===== src/rtl/vga_ctrl.sv =====
// 640x480@60 Hz VGA timing generator: pixel/line counters, sync decodes, and one-cycle-early
// coordinate requests to vga_pic, whose registered pixel data is gated onto the RGB565 output.
module vga_ctrl #(
  parameter int unsigned H_SYNC   = 96,
  parameter int unsigned H_BACK   = 40,
  parameter int unsigned H_LEFT   = 8,
  parameter int unsigned H_VALID  = 640,
  parameter int unsigned H_RIGHT  = 8,
  parameter int unsigned H_FRONT  = 8,
  parameter int unsigned H_TOTAL  = 800,
  parameter int unsigned V_SYNC   = 2,
  parameter int unsigned V_BACK   = 25,
  parameter int unsigned V_TOP    = 8,
  parameter int unsigned V_VALID  = 480,
  parameter int unsigned V_BOTTOM = 8,
  parameter int unsigned V_FRONT  = 2,
  parameter int unsigned V_TOTAL  = 525
) (
  input  logic        vga_clk,
  input  logic        sys_rst_n,
  input  logic [15:0] pix_data,
  output logic [9:0]  pix_x,
  output logic [9:0]  pix_y,
  output logic        hsync,
  output logic        vsync,
  output logic        rgb_valid,
  output logic [15:0] rgb,
  output logic        frame_start,
  output logic [7:0]  frame_cnt
);

  localparam int unsigned H_ACT = H_SYNC + H_BACK + H_LEFT;
  localparam int unsigned V_ACT = V_SYNC + V_BACK + V_TOP;

  // An inconsistent segment/total geometry keeps the display blanked.
  localparam bit GeomOk = (H_ACT + H_VALID + H_RIGHT + H_FRONT == H_TOTAL) &&
                          (V_ACT + V_VALID + V_BOTTOM + V_FRONT == V_TOTAL);

  localparam logic [9:0] HLast    = 10'(H_TOTAL - 1);
  localparam logic [9:0] VLast    = 10'(V_TOTAL - 1);
  localparam logic [9:0] HSyncEnd = 10'(H_SYNC);
  localparam logic [9:0] VSyncEnd = 10'(V_SYNC);
  localparam logic [9:0] HActBeg  = 10'(H_ACT);
  localparam logic [9:0] HActEnd  = 10'(H_ACT + H_VALID - 1);
  localparam logic [9:0] HReqBeg  = 10'(H_ACT - 1);
  localparam logic [9:0] HReqEnd  = 10'(H_ACT + H_VALID - 2);
  localparam logic [9:0] VActBeg  = 10'(V_ACT);
  localparam logic [9:0] VActEnd  = 10'(V_ACT + V_VALID - 1);

  logic [9:0] r_cnt_h;
  logic [9:0] r_cnt_v;
  logic       r_frame_start;
  logic [7:0] r_frame_cnt;

  logic [9:0] w_cnt_h_d;
  logic [9:0] w_cnt_v_d;
  logic       w_h_end;
  logic       w_frame_end;
  logic       w_h_act;
  logic       w_h_req;
  logic       w_v_act;
  logic       w_pix_req;

  always_comb begin
    w_h_end     = (r_cnt_h == HLast);
    w_frame_end = w_h_end && (r_cnt_v == VLast);
    w_cnt_h_d   = w_h_end ? 10'd0 : r_cnt_h + 10'd1;
    w_cnt_v_d   = r_cnt_v;
    if (w_h_end) begin
      w_cnt_v_d = (r_cnt_v == VLast) ? 10'd0 : r_cnt_v + 10'd1;
    end
  end

  always_ff @(posedge vga_clk or negedge sys_rst_n) begin
    if (!sys_rst_n) begin
      r_cnt_h       <= 10'd0;
      r_cnt_v       <= 10'd0;
      r_frame_start <= 1'b0;
      r_frame_cnt   <= 8'd0;
    end else begin
      r_cnt_h       <= w_cnt_h_d;
      r_cnt_v       <= w_cnt_v_d;
      r_frame_start <= w_frame_end;
      if (w_frame_end) begin
        r_frame_cnt <= r_frame_cnt + 8'd1;
      end
    end
  end

  // The request window leads the display window by one column to cover vga_pic's register.
  always_comb begin
    w_v_act   = GeomOk && (r_cnt_v >= VActBeg) && (r_cnt_v <= VActEnd);
    w_h_act   = (r_cnt_h >= HActBeg) && (r_cnt_h <= HActEnd);
    w_h_req   = (r_cnt_h >= HReqBeg) && (r_cnt_h <= HReqEnd);
    w_pix_req = w_h_req && w_v_act;
    hsync     = (r_cnt_h < HSyncEnd);
    vsync     = (r_cnt_v < VSyncEnd);
    rgb_valid = w_h_act && w_v_act;
    pix_x     = w_pix_req ? (r_cnt_h - HReqBeg) : 10'h3FF;
    pix_y     = w_pix_req ? (r_cnt_v - VActBeg) : 10'h3FF;
    rgb       = rgb_valid ? pix_data : 16'h0000;
  end

  assign frame_start = r_frame_start;
  assign frame_cnt   = r_frame_cnt;

endmodule


===== config.mk =====
export PLATFORM = sky130hd
export DESIGN_NAME = vga_ctrl
export DESIGN_NICKNAME = d
export VERILOG_FILES = /design/src/rtl/vga_ctrl.sv
export SDC_FILE = /design/constraint.sdc
export NUM_CORES = 1
export LEC_CHECK = 0
export ABC_CLOCK_PERIOD_IN_PS = 6300
export BUFFER_PORTS_ARGS = -buffer_cell sky130_fd_sc_hd__buf_2
export CAP_MARGIN = 20
export CORE_MARGIN = 2
export CORE_UTILIZATION = 50
export DETAILED_ROUTE_END_ITERATION = 12
export GPL_TIMING_DRIVEN = 0
export PLACE_DENSITY_LB_ADDON = 0.05
export SETUP_SLACK_MARGIN = 0.3
export SLEW_MARGIN = 20
export SYNTH_ARGS = -nofsm -noshare
export SYNTH_HDL_FRONTEND = slang
export SYNTH_SLANG_ARGS = --single-unit

===== constraint.sdc =====
create_clock -name vga_clk -period 6.3 [get_ports vga_clk]
set_input_delay 1.26 -clock vga_clk [delete_from_list [all_inputs] [get_ports vga_clk]]
set_output_delay 1.26 -clock vga_clk [all_outputs]
set_load 0.1 [all_outputs]

* After elaboration in Yosys (flattened, before gate mapping) *
Index checks and enable logic that the tools add are counted.

word-level totals
  bits in registers = 29
  bits of input ports = 18
  output and inout bits = 48

operators by class
  reductions and logical operators = 6
  mux-type cells = 5
  equality and inequality tests = 2
  magnitude comparators = 8
  $add $sub $neg = 5

operators with widths
  kind                                                                 count
  two-way mux 10 bit                                                   4
  less-or-equal comparator 10 bit (second input constant)              3
  adder 10 x 1 -> 10 bit (second input constant)                       2
  == test 10 bit (second input constant)                               2
  greater-or-equal comparator 10 x 8 -> 1 bit (second input constant)  2
  two-way mux 16 bit                                                   1
  greater-or-equal comparator 10 x 6 -> 1 bit (second input constant)  1
  < comparator 10 x 2 -> 1 bit (second input constant)                 1
  < comparator 10 x 7 -> 1 bit (second input constant)                 1
  subtractor 10 x 6 -> 10 bit (second input constant)                  1
  subtractor 10 x 8 -> 10 bit (second input constant)                  1
  adder 8 x 1 -> 8 bit (second input constant)                         1
  logical AND 1 bit                                                    6

* Longest topological paths before layout *
Gate-level depths: netlist (run 1).

  depth in word-level cells = 4
  depth in mapped cells = 8
  mapped depth without buffers = 6

* Worst setup path after synthesis (run 1) *
Ideal clock, no wire load.

  path type = register to output
  from = register r_cnt_h[7]
  to = output hsync
  stages on the path, launching flop included = 3
  setup slack = -219 ps
  buffers on the path = 1
  required time = 5,040 ps
  arrival time = 5,259 ps
  cells stage by stage = dfrtp_1 clkbuf_1 a2111oi_0

between the ends
  longest elaborated chain between the ends = 1

RTL lines
  what                          line  source
  from (decl)                   50    logic [9:0] r_cnt_h;
  from (signal assigned)        81    r_cnt_h <= w_cnt_h_d;
  < comparator 10 x 7 -> 1 bit  96    hsync = (r_cnt_h < HSyncEnd);
  to (decl)                     24    output logic hsync,

No other way between the ends.

* Worst setup path in the final report (run 1) *
  from = register r_cnt_v[1]
  to = output pix_y[3]

between the ends
  longest elaborated chain between the ends = 4

RTL lines
  what                                                                                                   line  source
  from (decl)                                                                                            51    logic [9:0] r_cnt_v;
  from (signal assigned)                                                                                 82    r_cnt_v <= w_cnt_v_d;
  greater-or-equal comparator 10 x 6 -> 1 bit / less-or-equal comparator 10 bit (equally long branches)  92    w_v_act = GeomOk && (r_cnt_v >= VActBeg) && (r_cnt_v <= VActEnd);
  logical AND 1 bit                                                                                      92
  logical AND 1 bit                                                                                      95    w_pix_req = w_h_req && w_v_act;
  two-way mux 10 bit (*)                                                                                 100   pix_y = w_pix_req ? (r_cnt_v - VActBeg) : 10'h3FF;
  to (decl)                                                                                              23    output logic [9:0] pix_y,

Mark *: on every way between the ends. The rest lies on a longest branch, timed or not.

==> key figures, run 1 <==
Power and ir drop
  – Maximum resistive drop on vdd: 127 uV
  – Leak Pwr: 1.22 nW
  – Power density relative to cell area: 160 nW/um^2

Floorplan
  – Starting Density: 0.534
  – Number of top-level pins: 66
  – Die Width: 67.3 microns
  – Area enclosed by the die boundary: 4520 sq um
  – Placeable Area: 3740 sq um
  – Site Rows: 22
  – Die height: 67.3 microns

Worst setup path
  – R2R depth: 6
  – Maximum fanout along the worst path: 10
  – Critical Path Start Type: flop
  – CP arrival: 2770 ps
  – RR Endpoint: r_cnt_v[9]$_DFFE_PN0P_
  – Required @ worst endpoint: 5040 ps
  – Register-to-register setup slack: 4170 ps
  – Critical register-to-register path startpoint: r_cnt_h[7]$_DFF_PN0_
  – Worst setup path class: flop to output pin
  – Endpoint kind of the worst setup timing path: output pin

Clocking
  – CTS-repair resized insts: 0
  – Number of clock buffers inserted by TritonCTS: 5
  – Library cell used as clock root buffer: clkbuf_8
  – CTS Sinks: 29
  – TritonCTS clock tree: done
  – Clock-pin slew reported for the worst setup and hold paths after clock tree synthesis: 70 ps
  – CTS Buffer Depth: 2
  – Max H-tree Level: 2
  – Number of post-CTS setup repair buffers: 0
  – Worst skew pair latency: 290 ps
  – Number of hold-repair buffers added at the cts stage: 0

Worst hold path
  – Class of the most critical hold timing path: flop to flop
  – Worst Hold Depth: 1
  – Origin of the worst min-delay path: frame_cnt[7]$_DFFE_PN0P_
  – Hold worst-path end: frame_cnt[7]$_DFFE_PN0P_

Placed design
  – Post-DP HPWL: 3510 microns
  – Place WS: 2550 ps
  – Number of I/O port buffers: 65
  – Final weighted congestion of routability-driven global placement: 0.785
  – Placed Instance Area: 2390 sq um

STA
  – Setup TNS after final layout: 0 ps
  – Final-report setup violation count: 0
  – Tcrit/Tclk final: 0.639
  – Unrepaired setup endpoints after global routing: false
  – Final Hold Fails: 0
  – Actual slew at the worst max-slew pin: 654 ps
  – Final setup slack of the worst path: 2270 ps
  – Pins Over Slew Limit: 0
  – Worst slew margin relative to its limit: 0.564
  – Post-layout min period: 4030 ps
  – Fmax: 0.248 GHz
  – Clock Skews: 7.04 ps

Global routing
  – Total congestion overflow after global routing: 0
  – Number of antenna violations at the first check in global routing: 0
  – Global-route usage over all layers: 0.227
  – Via count of the first global-routing pass: 1695
  – Maximum number of pins on one net before global-route repair: 30
  – Global-route wire length before repair: 7720 microns

Yosys
  – Main synth FF type: dfrtp_1
  – Share of the synthesized area in the top cell type: 0.363
  – Cell with the most instances after synthesis: dfrtp_1
  – Post-synthesis instance area: 2000 sq um
  – Top post-synthesis cells by count: dfrtp_1, nand2_1, xnor2_1, and2_1, o21ai_0
  – Post-synth net total: 248
  – Biggest area consumer among synthesized cells: dfrtp_1
  – EDFF count, synth: 0
  – Count of warnings emitted by yosys: 0
  – Post-synth ARST share: 1.00
  – Mean post-synth cell area: 8.93 sq um
  – Top cells by area in the synthesized netlist: dfrtp_1, xnor2_1, and2_1
  – Synth unique cells: 43
  – Yosys reg bits: 29
  – Sequential-to-total area share from yosys stat: 0.363
  – Mapped Cells: 224

Drt
  – Count of vias placed by the detailed router: 1851
  – Avg WL per Cell: 13.8 microns
  – Post-DR vias/cell: 5.37
  – Remaining number of nets flagged by the antenna check after routing: 0
  – DRC: 0
  – Number of DRC markers in iteration 0: 89
  – Final wirelength: 4760 microns
  – Initial DRT Pass Iterations: 4

Final layout
  – Area growth from synthesis to final layout: 25.3%
  – Final core occ: 0.670
  – Fraction of layout cells with a size suffix above 1: 0.316
  – Antenna diode count: 0
  – Post-route cell area: 2510 sq um
  – Final Net Count: 320

Run status
  – Outcome: finished clean

Run
  – Max-cap violations: 0
## placed cells by master, fill, tap and decap left out, types with 6 or more instances in the layout
master,netlist,final
nand4_1,9,9
nand2_1,23,23
xnor2_1,21,21
nor2_1,9,9
inv_1,6,6
nor3_1,6,6
ha_1,6,6
and3_1,9,9
and2_1,19,19
nand3_1,9,9
o21ai_0,12,12
dfrtp_1,29,29
clkbuf_1,6,6
buf_2,8,73
clkbuf_8,0,6
xor2_1,6,6
## per-layer routing
metal  vias to the layer above  wire [microns]  track usage
li1                        914               -            -
met1                       867            2010        0.280
met4                         0              81       0.0663
met3                        13             289       0.0600
met2                        57            2370        0.390
met5                         -               0            0
## logic make-up (layout without fill, tap and decap cells)
family | count (synthesis) | in the layout | share of synthesized area
and+or+nand+nor | 105 | 105 | 0.301
AOI/OAI and AO/OA | 30 | 30 | 0.104
DFF | 29 | 29 | 0.363
xor gates and xnor gates | 27 | 27 | 0.118
buffers and inverters | 25 | 98 | 0.0657
adders and majority gates | 6 | 6 | 0.0375
muxes | 2 | 2 | 0.0113
## sequential cells by signal, indices dropped and copies added, names as in the netlist
register and flops:
r_cnt_h 10, frame_start 1, frame_cnt 8, r_cnt_v 10
## stage by stage
| stage | hold WS [ps] | cells | power (mW) |
|---|---|---|---|
| floorplan | 485 | 224 | 0.190 |
| global placement | 456 | 337 | 0.198 |
| detailed placement | 470 | 337 | 0.198 |
| CTS | 479 | 345 | 0.402 |
| global route | 497 | 345 | 0.410 |
| finish | 472 | 345 | 0.401 |
## power by group
| group | internal, mW | switching, mW | leakage (nW) |
|---|---|---|---|
| logic | 0.00365 | 0.00441 | 0.773 |
| registers | 0.186 | 0 | 0.391 |
| clock network | 0.128 | 0.0782 | 0.0574 |
| total | 0.318 | 0.0826 | 1.22 |
## cell type report
class,instances,area (sq um)
plain buffers,19,109
clock buffers,6,82.6
clock inverters,2,37.5
fillers,350,1240
inverters,6,22.5
multi-input cells,170,1140
flip-flops and latches,29,726
well taps,48,60.1
repair buffers,65,325
## critical path, cell delays in order, from the launching register on
cell and delay [ps]:
dfrtp_1 470, ha_1 290, o41ai_1 540, o2bb2ai_1 260, a2111oi_2 70, buf_4 200, buf_6 150, nand2_1 60
buf_2 420
## worst max-delay path by stage
stage               slack (ps)        to                   start  cells after the start
finish                    2270  pix_y[3]  r_cnt_v[1]$_DFFE_PN0P_                      8
global route              2110  pix_y[4]  r_cnt_v[1]$_DFFE_PN0P_                      8
CTS                       2230  pix_y[3]  r_cnt_v[1]$_DFFE_PN0P_                      8
detailed placement        2550  pix_y[3]  r_cnt_v[1]$_DFFE_PN0P_                      8
global placement          2570  pix_y[3]  r_cnt_v[1]$_DFFE_PN0P_                      8
floorplan                 1150     hsync    r_cnt_h[7]$_DFF_PN0_                      2
No activity file was read; power rests on OpenSTA's default activity.
==> run 2: changes to the inputs <==
Settings changed: ABC_CLOCK_PERIOD_IN_PS 6300 to 3480, CORE_UTILIZATION 50 to 46.
Clock period 6.3 ns to 3.48 ns, I/O delays scaled along.
==> run 2 against run 1 <==
Clock power grew 64%. Combinational power grew 84%. Core utilization fell by 0.69 points. Worst hold slack worse by 37 ps. Power up 72%. Count of clock-buffer cells in the layout down 1. Sequential cell count unchanged. First-iteration DRC count increased by 29%. Critical endpoint is now pix_y[8]. Largest power group unchanged.
==> key figures, run 2 (synthesis results as in run 1) <==
Run status
  – Outcome: finished clean

Final layout
  – Most common library cell in the layout ignoring fill and taps: buf_2
  – Final Net Count: 329
  – Area growth from synthesis to final layout: 35.4%
  – Antenna diode count: 0
  – Post-route cell area: 2710 sq um
  – Top library cells by usage in the layout, fill and taps aside: buf_2, buf_4, dfrtp_1
  – Fraction of layout cells with a size suffix above 1: 0.400
  – Final core occ: 0.663

Worst hold path
  – Class of the most critical hold timing path: input pin to asynchronous set/reset pin

Worst setup path
  – Required @ worst endpoint: 2780 ps
  – Worst setup path class: flop to output pin
  – Endpoint kind of the worst setup timing path: output pin
  – Critical Path Start Type: flop
  – Maximum fanout along the worst path: 10
  – CP arrival: 2410 ps

Drt
  – Post-DR vias/cell: 5.37
  – Remaining number of nets flagged by the antenna check after routing: 0
  – Final wirelength: 5040 microns
  – Initial DRT Pass Iterations: 6
  – Avg WL per Cell: 14.2 microns
  – Number of DRC markers in iteration 0: 115
  – DRC: 0
  – Count of vias placed by the detailed router: 1906

Clocking
  – CTS Sinks: 29
  – Worst skew pair latency: 290 ps
  – CTS Buffer Depth: 2
  – Library cell used as clock root buffer: clkbuf_8
  – Number of clock buffers inserted by TritonCTS: 5
  – Clock-pin slew reported for the worst setup and hold paths after clock tree synthesis: 60 ps
  – Number of hold-repair buffers added at the cts stage: 0
  – Max H-tree Level: 2
  – TritonCTS clock tree: done

Floorplan
  – Placeable Area: 4090 sq um
  – Starting Density: 0.490
  – Die Width: 70.0 microns
  – Number of top-level pins: 66
  – Die height: 70.0 microns
  – Site Rows: 23
  – Area enclosed by the die boundary: 4890 sq um

STA
  – Actual slew at the worst max-slew pin: 660 ps
  – Final Hold Fails: 0
  – Final-report setup violation count: 0
  – Clock Skews: 6.08 ps
  – Post-layout min period: 3100 ps
  – Worst slew margin relative to its limit: 0.560
  – Tcrit/Tclk final: 0.891
  – Fmax: 0.322 GHz
  – Unrepaired setup endpoints after global routing: false
  – Setup TNS after final layout: 0 ps
  – Final-layout worst hold slack: 436 ps
  – Pins Over Slew Limit: 0

Global routing
  – Number of antenna violations at the first check in global routing: 0
  – Total congestion overflow after global routing: 0
  – Global-route wire length before repair: 8560 microns
  – Via count of the first global-routing pass: 1861
  – Maximum number of pins on one net before global-route repair: 30
  – Global-route usage over all layers: 0.217

Power and ir drop
  – Leak Pwr: 1.33 nW
  – Power density relative to cell area: 255 nW/um^2
  – Total power: 0.691 mW
  – Maximum resistive drop on vdd: 222 uV

Placed design
  – Number of I/O port buffers: 65
  – Post-DP HPWL: 3580 microns
  – Placed Instance Area: 2420 sq um
  – Final weighted congestion of routability-driven global placement: 0.826

Run
  – Max-cap violations: 0
==> run 2: final timing paths <==
check	slack, ps	to	cells after the start	from
setup / recovery	380	pix_y[8]	8	r_cnt_h[0]$_DFF_PN0_
hold / removal	440	r_cnt_h[7]$_DFF_PN0_	1	sys_rst_n
setup reg to reg	1290	r_cnt_v[7]$_DFFE_PN0P_	6	r_cnt_h[7]$_DFF_PN0_
hold reg to reg	470	frame_cnt[7]$_DFFE_PN0P_	1	frame_cnt[7]$_DFFE_PN0P_
max in group asynchronous	2570	r_cnt_h[0]$_DFF_PN0_	1	sys_rst_n
min in group vga_clk	470	frame_cnt[7]$_DFFE_PN0P_	1	frame_cnt[7]$_DFFE_PN0P_
==> run 2: critical path, stage by stage (launching register included) <==
cell       delay [ps]
dfrtp_2           440
and4_1            220
buf_1             180
nor4b_2           200
a2111oi_2         420
buf_4             220
buf_6             140
nand2_1            60
buf_4             230
==> run 2: where the power goes <==
group / internal, mW / switching, mW
Sequential: 0.337 / 0
Combinational: 0.00662 / 0.00821
Clock: 0.208 / 0.132
==> run 2: final cells by class <==
cell class	instances	area, sq um
fillers	361	1380
multi-input cells	170	1210
flip-flops and latches	29	727
repair buffers	74	469
plain buffers	19	109
clock buffers	5	68.8
well taps	50	62.6
clock inverters	2	35.0
inverters	6	22.5
==> run 2: repair_timing <==
item | in CTS | in global routing
gates resized for setup | 30 | 11
setup endpoints to repair | 37 | 37
setup buffers | 5 | 4
pin swaps | 1 | 2
gates cloned | 0 | 0
==> run 2: metal layers <==
layer	routed length [microns]	share of wire	track usage	vias to the layer above
li1	-	-	-	928
met1	2010	0.40	0.250	884
met2	2520	0.50	0.387	84
met3	422	0.084	0.0563	10
met4	95	0.019	0.0726	0
met5	0	0	0	-
==> run 2: stage by stage <==
stage,setup slack [ps],instances
floorplan,281,224
global placement,215,339
detailed placement,229,339
CTS,294,351
global route,284,355
finish,378,355
==> run 3: changes to the inputs <==
Settings changed: BUFFER_PORTS_ARGS -buffer_cell sky130_fd_sc_hd__buf_2 to unset, CORE_UTILIZATION 46 to 50, DONT_BUFFER_PORTS set to 1.
==> run 3 against run 2 <==
Via count shrank 9.1%. Routed wire length shrank 2.9%. Clock skew grew 3.0 ps. Power shrank 11%. Sequential cell count is the same. Critical path depth shrank 1. Sequential share of layout area grew 0.51 points. Cell count shrank 19%. Setup slack gained 10 ps. Critical endpoint is now rgb[9].
==> key figures, run 3 (synthesis results as in run 1) <==
Drt
  – Detail Route met2 WL: 2490 microns
  – Max layer used: met4
  – Initial DRT Pass Iterations: 4
  – DRC: 0
  – Avg WL per Cell: 16.9 microns
  – Count of vias placed by the detailed router: 1732
  – Post-DR vias/cell: 5.99
  – WL met3: 371 microns
  – Number of DRC markers in iteration 0: 79
  – Met1 routed wirelength after detailed routing: 1970 microns
  – Remaining number of nets flagged by the antenna check after routing: 0
  – Final wirelength: 4890 microns

Power and ir drop
  – Maximum resistive drop on vdd: 323 uV
  – Power density relative to cell area: 231 nW/um^2
  – Total power: 0.615 mW
  – Leak Pwr: 1.13 nW

Final layout
  – Area growth from synthesis to final layout: 33.1%
  – Final Net Count: 264
  – Number of standard cells in the layout, taps in and fillers out: 289
  – Top library cells by usage in the layout, fill and taps aside: dfrtp_1, xnor2_1, nand2_8
  – Fraction of layout cells with a size suffix above 1: 0.365
  – Most common library cell in the layout ignoring fill and taps: dfrtp_1
  – Antenna diode count: 0
  – Multi-input logic area: 1510 sq um
  – Filler Cell Count: 278
  – Post-route cell area: 2660 sq um
  – Sequential cell area: 728 sq um

Worst setup path
  – Endpoint kind of the worst setup timing path: output pin
  – Critical Path Start Type: flop
  – Required @ worst endpoint: 2780 ps
  – CP arrival: 2400 ps
  – Critical register-to-register path startpoint: r_cnt_h[7]$_DFF_PN0_
  – Worst setup path class: flop to output pin
  – Start point of the critical path: r_cnt_v[0]$_DFFE_PN0P_
  – Maximum fanout along the worst path: 10

Clocking
  – Library cell used as clock root buffer: clkbuf_8
  – Clock-pin slew reported for the worst setup and hold paths after clock tree synthesis: 70 ps
  – CTS Sinks: 29
  – TritonCTS clock tree: done
  – Number of hold-repair buffers added at the cts stage: 0
  – Max H-tree Level: 2
  – Worst skew pair latency: 290 ps
  – Number of clock buffers inserted by TritonCTS: 5
  – CTS Buffer Depth: 2

Floorplan
  – Die height: 67.3 microns
  – Starting Density: 0.534
  – Placeable Area: 3740 sq um
  – Number of top-level pins: 66
  – Die Width: 67.3 microns
  – Site Rows: 22
  – Area enclosed by the die boundary: 4520 sq um

STA
  – Final Hold Fails: 0
  – Worst slew margin relative to its limit: 0.325
  – Post-layout min period: 3090 ps
  – Final-report setup violation count: 0
  – Tcrit/Tclk final: 0.888
  – Actual slew at the worst max-slew pin: 1010 ps
  – Final setup slack of the worst path: 389 ps
  – Final-layout worst hold slack: 90.7 ps
  – Pins Over Slew Limit: 0
  – Fmax: 0.323 GHz
  – Clock Skews: 9.04 ps
  – Unrepaired setup endpoints after global routing: false

Global routing
  – Total congestion overflow after global routing: 0
  – Global-route wire length before repair: 7850 microns
  – Via count of the first global-routing pass: 1710
  – Number of antenna violations at the first check in global routing: 0
  – Maximum number of pins on one net before global-route repair: 30
  – Global-route usage over all layers: 0.233

Placed design
  – Placed Instance Area: 2140 sq um
  – Number of I/O port buffers: 0
  – Place WS: -73.1 ps
  – Dpl cells: 273
  – Post-DP HPWL: 3420 microns
  – Final weighted congestion of routability-driven global placement: 0.817

Run
  – Max-cap violations: 0

Run status
  – Outcome: finished clean

Worst hold path
  – Class of the most critical hold timing path: input pin to asynchronous set/reset pin
## run 3: cell types whose count changed in the layout (fill, tap and decap cells not counted), moves of 5 or more
cell     delta
and2_4      +9
buf_4      -31
buf_2      -37
and2_1      -7
nand2_4     +5
nand2_1    -15
nand2_8    +10
## run 3: through the flow
stage / TNS, ps / util
2_1_floorplan: 0 / -
3_3_place_gp: -407 / 0.558
3_5_place_dp: -523 / 0.571
4_1_cts: 0 / 0.662
5_1_grt: 0 / 0.711
6_report: 0 / 0.711
## run 3: worst paths after layout
| kind | end | slack, ps | cells past startpoint |
|---|---|---|---|
| max | rgb[9] | 390 | 7 |
| min | frame_cnt[6]$_DFFE_PN0P_ | 90 | 0 |
| max reg2reg | r_cnt_v[9]$_DFFE_PN0P_ | 1320 | 6 |
| min reg2reg | r_cnt_h[0]$_DFF_PN0_ | 530 | 1 |
| max in group asynchronous | r_cnt_v[1]$_DFFE_PN0P_ | 3290 | 0 |
| min in group vga_clk | r_cnt_h[0]$_DFF_PN0_ | 530 | 1 |
## run 3: worst max-delay path: stages, from the launching register on
cell	delay [ps]
dfrtp_1	470
ha_2	270
o41ai_2	390
o2bb2ai_1	260
a211oi_2	60
buf_4	170
buf_8	190
and2_4	280
## run 3: final cells by class
| type | count | area share |
|---|---|---|
| inverters | 6 | 0.00846 |
| well taps | 48 | 0.0226 |
| clock inverters | 3 | 0.00658 |
| repair buffers | 9 | 0.0442 |
| clock buffers | 5 | 0.0258 |
| plain buffers | 19 | 0.0531 |
| multi-input cells | 170 | 0.566 |
| flip-flops and latches | 29 | 0.273 |
## run 3: metal layers
| metal | up-vias | track usage |
|---|---|---|
| met5 | - | 0 |
| met4 | 0 | 0.0765 |
| met3 | 5 | 0.0567 |
| met2 | 82 | 0.416 |
| met1 | 841 | 0.274 |
| li1 | 804 | - |
## run 3: where the power goes
group	internal, mW	switching [mW]	total [mW]	leakage (nW)
registers	0.337	0	0.337	0.389
logic	0.000168	0	0.000168	0.701
clock network	0.138	0.140	0.277	0.0439
total	0.475	0.140	0.615	1.13
## run 3: what timing repair did
action	4_1_cts	5_1_grt
buffers inserted	7	0
hold endpoints to repair	0	0
resized for setup	57	30
endpoints found under the setup margin	37	29
pin swaps	3	2
cloned	0	1
